**config.mk**
```make
export PLATFORM = sky130hd
export DESIGN_NAME = adc083000_spi_ctrl
export DESIGN_NICKNAME = d
export VERILOG_FILES = /design/src/rtl/adc083000_spi_pkg.sv /design/src/rtl/adc083000_spi_shadow.sv /design/src/rtl/adc083000_spi_ctrl.sv
export SDC_FILE = /design/constraint.sdc
export NUM_CORES = 1
export LEC_CHECK = 0
export BUFFER_PORTS_ARGS = -buffer_cell sky130_fd_sc_hd__buf_4
export CAP_MARGIN = 20
export CORE_ASPECT_RATIO = 1.2
export CORE_MARGIN = 2
export CORE_UTILIZATION = 57
export DETAILED_ROUTE_END_ITERATION = 8
export PLACE_DENSITY = 0.8
export SKIP_LAST_GASP = 1
export SYNTH_ARGS = -nofsm -noshare
export SYNTH_HDL_FRONTEND = slang
export SYNTH_SLANG_ARGS = --single-unit
```
**constraint.sdc**
```tcl
create_clock -name sys_clk -period 2.5 [get_ports sys_clk]
set_clock_uncertainty 0.15 [all_clocks]
set_input_delay 0.125 -clock sys_clk [delete_from_list [all_inputs] [get_ports sys_clk]]
set_output_delay 0.125 -clock sys_clk [all_outputs]
set_load 0.03 [all_outputs]
```
**src/rtl/adc083000_spi_pkg.sv**
```systemverilog
// adc083000_spi_pkg: shared types and constants for the ADC083000 3-wire
// serial register-write controller.
//   FRAME_HEADER / FRAME_BITS : fixed frame layout {header, addr, data}
//   state_e                   : frame engine states
//   req_t                     : captured write request
//   build_frame()             : assembles the 32-bit frame from a request
package adc083000_spi_pkg;

  localparam logic [11:0] FRAME_HEADER = 12'h001;
  localparam int unsigned FRAME_BITS   = 32;

  typedef enum logic [1:0] {
    IDLE,
    SHIFT,
    HOLD,
    GAP
  } state_e;

  typedef struct packed {
    logic [1:0]  sel;
    logic [3:0]  addr;
    logic [15:0] data;
  } req_t;

  function automatic logic [FRAME_BITS-1:0] build_frame(input req_t r);
    return {FRAME_HEADER, r.addr, r.data};
  endfunction

endpackage

```
**src/rtl/adc083000_spi_shadow.sv**
```systemverilog
// adc083000_spi_shadow: 2 boards x 16 addresses x 16-bit copy of the last
// value written to each ADC register.
//   clk_i, rst_ni     : clock, asynchronous active-low reset (clears store)
//   wr_en_i           : write strobe (frame completion)
//   wr_sel_i          : per-board write enables, bit0 = ADC0, bit1 = ADC1
//   wr_addr_i/data_i  : register address and value written
//   rd_adc_i/addr_i   : read select
//   rd_data_o         : registered read data, one cycle after the select;
//                       a write landing on the same edge returns old data
module adc083000_spi_shadow (
  input  logic        clk_i,
  input  logic        rst_ni,
  input  logic        wr_en_i,
  input  logic [1:0]  wr_sel_i,
  input  logic [3:0]  wr_addr_i,
  input  logic [15:0] wr_data_i,
  input  logic        rd_adc_i,
  input  logic [3:0]  rd_addr_i,
  output logic [15:0] rd_data_o
);

  logic [15:0] mem_q [2][16];
  logic [15:0] rd_q;

  always_ff @(posedge clk_i or negedge rst_ni) begin
    if (!rst_ni) begin
      for (int unsigned b = 0; b < 2; b++) begin
        for (int unsigned a = 0; a < 16; a++) begin
          mem_q[b][a] <= '0;
        end
      end
      rd_q <= '0;
    end else begin
      rd_q <= mem_q[rd_adc_i][rd_addr_i];
      for (int unsigned b = 0; b < 2; b++) begin
        if (wr_en_i && wr_sel_i[b]) begin
          mem_q[b][wr_addr_i] <= wr_data_i;
        end
      end
    end
  end

  assign rd_data_o = rd_q;

endmodule

```
**src/rtl/adc083000_spi_ctrl.sv**
```systemverilog
// adc083000_spi_ctrl: serialises 32-bit register-write frames
// {12'h001, addr, data} MSB first onto one or both ADC083000 boards over
// their 3-wire interface (notSCS, SCLK, SDATA).
//   sys_clk, sys_rst_n      : clock, asynchronous active-low reset
//   req_valid/req_ready     : one-at-a-time write request handshake
//   req_adc_sel/addr/data   : board select (2'b11 broadcasts), address, value
//   busy                    : ~req_ready
//   done                    : one-cycle pulse at frame completion
//   adcN_notSCS/sclk/sdata  : registered serial pins for board N
//   shadow_adc/addr/data    : shadow read port, present only when
//                             ADC_SPI_SHADOW_EN is defined
// Parameters: CLK_DIV (sys_clk cycles per SCLK half-period, >=1),
//             GAP_CYCLES (notSCS-high cycles between frames, >=1).
module adc083000_spi_ctrl #(
  parameter int unsigned CLK_DIV    = 4,
  parameter int unsigned GAP_CYCLES = 8
) (
  input  logic        sys_clk,
  input  logic        sys_rst_n,
  input  logic        req_valid,
  output logic        req_ready,
  input  logic [1:0]  req_adc_sel,
  input  logic [3:0]  req_addr,
  input  logic [15:0] req_data,
  output logic        busy,
  output logic        done,
  output logic        adc0_notSCS,
  output logic        adc1_notSCS,
  output logic        adc0_sclk,
  output logic        adc1_sclk,
  output logic        adc0_sdata,
  output logic        adc1_sdata
`ifdef ADC_SPI_SHADOW_EN
  ,
  input  logic        shadow_adc,
  input  logic [3:0]  shadow_addr,
  output logic [15:0] shadow_data
`endif
);

  import adc083000_spi_pkg::*;

  localparam int unsigned PH_MAX = (CLK_DIV > GAP_CYCLES) ? CLK_DIV : GAP_CYCLES;
  localparam int unsigned PH_W   = $clog2(PH_MAX + 1);
  localparam logic [PH_W-1:0] DIV_LAST = PH_W'(CLK_DIV - 1);
  localparam logic [PH_W-1:0] GAP_LAST = PH_W'(GAP_CYCLES - 1);

  state_e               state_q;
  req_t                 req_q;
  req_t                 req_d;
  logic [4:0]           bit_q;
  logic [PH_W-1:0]      phase_q;
  logic                 sclk_hi_q;
  logic                 ready_q;
  logic                 done_q;
  logic [1:0]           cs_n_q;
  logic [1:0]           sclk_q;
  logic [1:0]           sdata_q;
  logic [FRAME_BITS-1:0] frame_in;
  logic [FRAME_BITS-1:0] frame_cur;

  always_comb begin
    req_d      = '0;
    req_d.sel  = req_adc_sel;
    req_d.addr = req_addr;
    req_d.data = req_data;
    frame_in   = build_frame(req_d);
    frame_cur  = build_frame(req_q);
  end

  // Pins are updated on the same edge as the state change, so the first
  // bit is already on SDATA with notSCS low right after the accept edge.
  always_ff @(posedge sys_clk or negedge sys_rst_n) begin
    if (!sys_rst_n) begin
      state_q   <= IDLE;
      req_q     <= '0;
      bit_q     <= '0;
      phase_q   <= '0;
      sclk_hi_q <= 1'b0;
      ready_q   <= 1'b1;
      done_q    <= 1'b0;
      cs_n_q    <= '1;
      sclk_q    <= '0;
      sdata_q   <= '0;
    end else begin
      done_q <= 1'b0;
      case (state_q)
        IDLE: begin
          if (req_valid) begin
            req_q <= req_d;
            if (req_adc_sel == 2'b00) begin
              done_q <= 1'b1;
            end else begin
              state_q   <= SHIFT;
              ready_q   <= 1'b0;
              bit_q     <= 5'd31;
              phase_q   <= '0;
              sclk_hi_q <= 1'b0;
              cs_n_q    <= ~req_adc_sel;
              sdata_q   <= req_adc_sel & {2{frame_in[FRAME_BITS-1]}};
            end
          end
        end
        SHIFT: begin
          if (phase_q == DIV_LAST) begin
            phase_q <= '0;
            if (!sclk_hi_q) begin
              sclk_hi_q <= 1'b1;
              sclk_q    <= req_q.sel;
            end else begin
              sclk_hi_q <= 1'b0;
              sclk_q    <= '0;
              if (bit_q == 5'd0) begin
                state_q <= HOLD;
                sdata_q <= '0;
              end else begin
                bit_q   <= bit_q - 5'd1;
                sdata_q <= req_q.sel & {2{frame_cur[bit_q - 5'd1]}};
              end
            end
          end else begin
            phase_q <= phase_q + PH_W'(1);
          end
        end
        HOLD: begin
          if (phase_q == DIV_LAST) begin
            state_q <= GAP;
            phase_q <= '0;
            cs_n_q  <= '1;
            done_q  <= (GAP_CYCLES == 1);
          end else begin
            phase_q <= phase_q + PH_W'(1);
          end
        end
        GAP: begin
          if (phase_q == GAP_LAST) begin
            state_q <= IDLE;
            ready_q <= 1'b1;
          end else begin
            phase_q <= phase_q + PH_W'(1);
            // done is registered, so raise it on entry to the last GAP cycle
            done_q  <= ((phase_q + PH_W'(1)) == GAP_LAST);
          end
        end
        default: state_q <= IDLE;
      endcase
    end
  end

  assign req_ready   = ready_q;
  assign busy        = ~ready_q;
  assign done        = done_q;
  assign adc0_notSCS = cs_n_q[0];
  assign adc1_notSCS = cs_n_q[1];
  assign adc0_sclk   = sclk_q[0];
  assign adc1_sclk   = sclk_q[1];
  assign adc0_sdata  = sdata_q[0];
  assign adc1_sdata  = sdata_q[1];

`ifdef ADC_SPI_SHADOW_EN
  adc083000_spi_shadow u_shadow (
    .clk_i     (sys_clk),
    .rst_ni    (sys_rst_n),
    .wr_en_i   (done_q),
    .wr_sel_i  (req_q.sel),
    .wr_addr_i (req_q.addr),
    .wr_data_i (req_q.data),
    .rd_adc_i  (shadow_adc),
    .rd_addr_i (shadow_addr),
    .rd_data_o (shadow_data)
  );
`endif

endmodule

```
==> impl_metrics.yaml <==
cts:
  numCtsBuffers: 5
  clockBufferDepth: 2
  cts_root_buffer: "clkbuf_8"
  cts.repair.resized: 0
  cts_tree: "done"
  postCtsSetupBuffers: 0
  insertion_delay_ns: 0.30
  ctsHoldBuffers: 23
  htreeDepth: 2
  clk_pin_slew_worst_paths_ns: 0.08
  cts.sinks: 42
power:
  pwr-share-clk: 0.367
  p_per_area_mw_per_mm2: 404
  vdd.ir_drop.worst_mv: 0.419
  combPwrFrac: 0.063
  sequentialPowerShare: 0.571
  switching_power_uw: 267
  switching_share: 0.224
  p_leak_uw: 0.00141
  p_int_uw: 922
outcome:
  status: "finished, final reports clean"
synth:
  ys_types: 46
  synthCells: 215
  syn_avg_cell_area_sq_um: 11.0
  yosys.area.top_type: "dfrtp_1"
  yosysMostFrequentCell: "dfrtp_1"
  syn-cell-area_sq_mm: 0.00236
  synth_commonest_cells: "39 x dfrtp_1, 24 x mux2_2, 13 x nand2_1"
  ys.warnings.count: 0
  yosys-top-cells-area: "dfrtp_1 41%, mux2_2 11%, ha_1 4.8%"
  async_flop_share: 1.00
  synthFlopType: "dfrtp_1"
  synth-seq-cells: 42
  synth_top_area_frac: 0.414
  synth_seq_area_share: 0.447
  synth_edf_count: 0
  synth_nets: 249
setup_path:
  cp_num_buf_inv: 1
  path_max_fanout: 7
  required_ns: 2.54
  crit_family: "compound AO/OA/AOI/OAI gates"
  max_stage_delay_ns: 0.45
  worst_setup_path_start_kind: "flop"
  cp-end-kind: "flop"
  cp_cell_sequence: "inv_1, ha_1, xor2_2, a2111oi_0, a31oi_1, nand4_1, o211a_1, o21ai_1"
  cp.arrival_ns: 2.29
  cp_slowest_cell: "a2111oi_0"
  critical_path_class: "reg -> reg"
global_routing:
  grt_usage: 0.233
  grt_pass1_vias: 1782
  antenna_found_initial: 0
  grt_overflow_total: 0
  grt_pass1_wl_mm: 8.28
  grt_max_degree: 43
route:
  ant_nets: 0
  vias_per_cell: 5.56
  drt_pre_antenna_iters: 4
  drtIter0Drc: 49
  drc_errors: 0
  post_drt_wl_per_cell_microns: 15.4
  drt-total-wl_mm: 4.99
  dr_total_vias: 1795
timing:
  slew_violations: 0
  period_needed_ns: 2.25
  finalSetupViolCount: 0
  worst_pin_slew_ns: 0.515
  slew_headroom: 0.657
  period_share: 0.900
  rsz0062_at_grt: "no"
  finalHoldViolCount: 0
  setup_tns_ns: 0
  max_freq_mhz: 444
  worst_hold_slack_ns: 0.0308
floorplanning:
  die_h_microns: 74.5
  ios: 34
  die_area_sq_mm: 0.00467
  std_cell_rows: 25
  fp.dieW_microns: 62.7
  start_util: 0.594
  core_area_sq_mm: 0.00397
final_layout:
  layout.nets: 302
  instances_no_fill: 323
  area_growth_pct: 24.7
  drive_gt1_frac: 0.312
  stdcell_area_sq_mm: 0.00294
  diodes: 0
place:
  routabilityCongestion: 0.779
  dp_cells: 292
  port-buffer-count: 33
  post_dp_cell_area_sq_mm: 0.00262
  hpwl_mm: 3.13
job:
  cap_violations: 0
hold_path:
  holdCritPathClass: "in -> reg"
==> flip-flops by register name, summed over array words and instances (netlist names) <==
name and cells:
bit_q 5, req_ready 1, done 1, phase_q 4, state_q 2, cs_n_q 2, frame_cur 20, sdata_q 2
sclk_q 2, sclk_hi_q 1, req_q 2
==> metal layers <==
metal | wire (microns) | global-route usage
met5 | 0 | 0
met4 | 145 | 0.0938
met3 | 169 | 0.0469
met2 | 2490 | 0.416
met1 | 2190 | 0.280
==> worst register-to-register path: stages (launching register included) <==
cell and delay, ns:
dfrtp_1 0.39, inv_1 0.15, ha_1 0.37, xor2_2 0.19, a2111oi_0 0.45, a31oi_1 0.08
nand4_1 0.11, o211a_1 0.18, o21ai_1 0.07
==> worst paths after layout <==
| kind | from | to | slack (ns) | cells past startpoint |
|---|---|---|---|---|
| worst max register to register | bit_q[0] | sdata_q[0] | 0.25 | 8 |
| worst min-delay path | req_valid | cs_n_q[1] | 0.03 | 3 |
| worst min register to register | sdata_q[0] | sdata_q[0] | 0.35 | 2 |
| max in group asynchronous | sys_rst_n | cs_n_q[1] | 1.63 | 2 |
| min in group asynchronous | sys_rst_n | frame_cur[7] | 0.20 | 2 |
| worst max-delay path | bit_q[0] | sdata_q[0] | 0.25 | 8 |
==> cell families after synthesis <==
| group | Yosys count | share of synthesized area |
|---|---|---|
| DFF | 42 | 0.447 |
| and+or+nand+nor | 58 | 0.132 |
| adders and majority gates | 9 | 0.0477 |
| xor gates and xnor gates | 6 | 0.0255 |
| AOI/OAI and AO/OA | 43 | 0.135 |
| buffers and inverters | 23 | 0.0483 |
| muxes | 34 | 0.164 |
==> power by group through the flow <==
| stage | logic (uW) | registers, uW | clock network (uW) |
|---|---|---|---|
| floorplan | 1.08 | 692 | 0 |
| global placement | 44.9 | 692 | 0 |
| detailed placement | 45.3 | 692 | 0 |
| CTS | 73.6 | 679 | 451 |
| global route | 80.6 | 679 | 480 |
| finish | 74.4 | 679 | 436 |
==> layout by cell type (no fill, tap or decap), drive strengths merged, types with 2 or more instances in the layout <==
| cell | synthesis | layout |
|---|---|---|
| clkbuf | 3 | 5 |
| nand4 | 2 | 2 |
| mux2i | 8 | 8 |
| o22a | 2 | 2 |
| buf | 10 | 36 |
| a22oi | 2 | 2 |
| and2 | 2 | 2 |
| a31oi | 9 | 9 |
| dfrtp | 39 | 39 |
| clkinv | 0 | 2 |
| inv | 10 | 10 |
| nor3 | 6 | 6 |
| xnor2 | 5 | 5 |
| nand2 | 14 | 14 |
| o31ai | 3 | 3 |
| dfstp | 3 | 3 |
| dlygate4sd3 | 0 | 23 |
| mux2 | 25 | 25 |
| nor2 | 11 | 11 |
| o21ai | 8 | 8 |
| ha | 9 | 9 |
| nand2b | 3 | 3 |
| nor2b | 9 | 9 |
| o22ai | 2 | 2 |
| nand3 | 7 | 7 |
| a2111oi | 2 | 2 |
| a21oi | 7 | 7 |
==> cell type report <==
cell class | count | area (sq um)
multi-input cells | 150 | 1190
flip-flops and latches | 42 | 1050
fillers | 257 | 1030
repair buffers | 59 | 500
clock buffers | 5 | 68.8
well taps | 54 | 67.6
inverters | 10 | 37.5
clock inverters | 3 | 21.3
==> metrics by stage <==
stage	util	worst slack (ns)	total power, uW
2_1_floorplan	-	0.284	694
3_3_place_gp	0.660	0.341	737
3_5_place_dp	0.660	0.262	738
4_1_cts	0.740	0.246	1200
5_1_grt	0.740	0.0868	1240
6_report	0.740	0.250	1190
(Power assumes the default switching activity.)
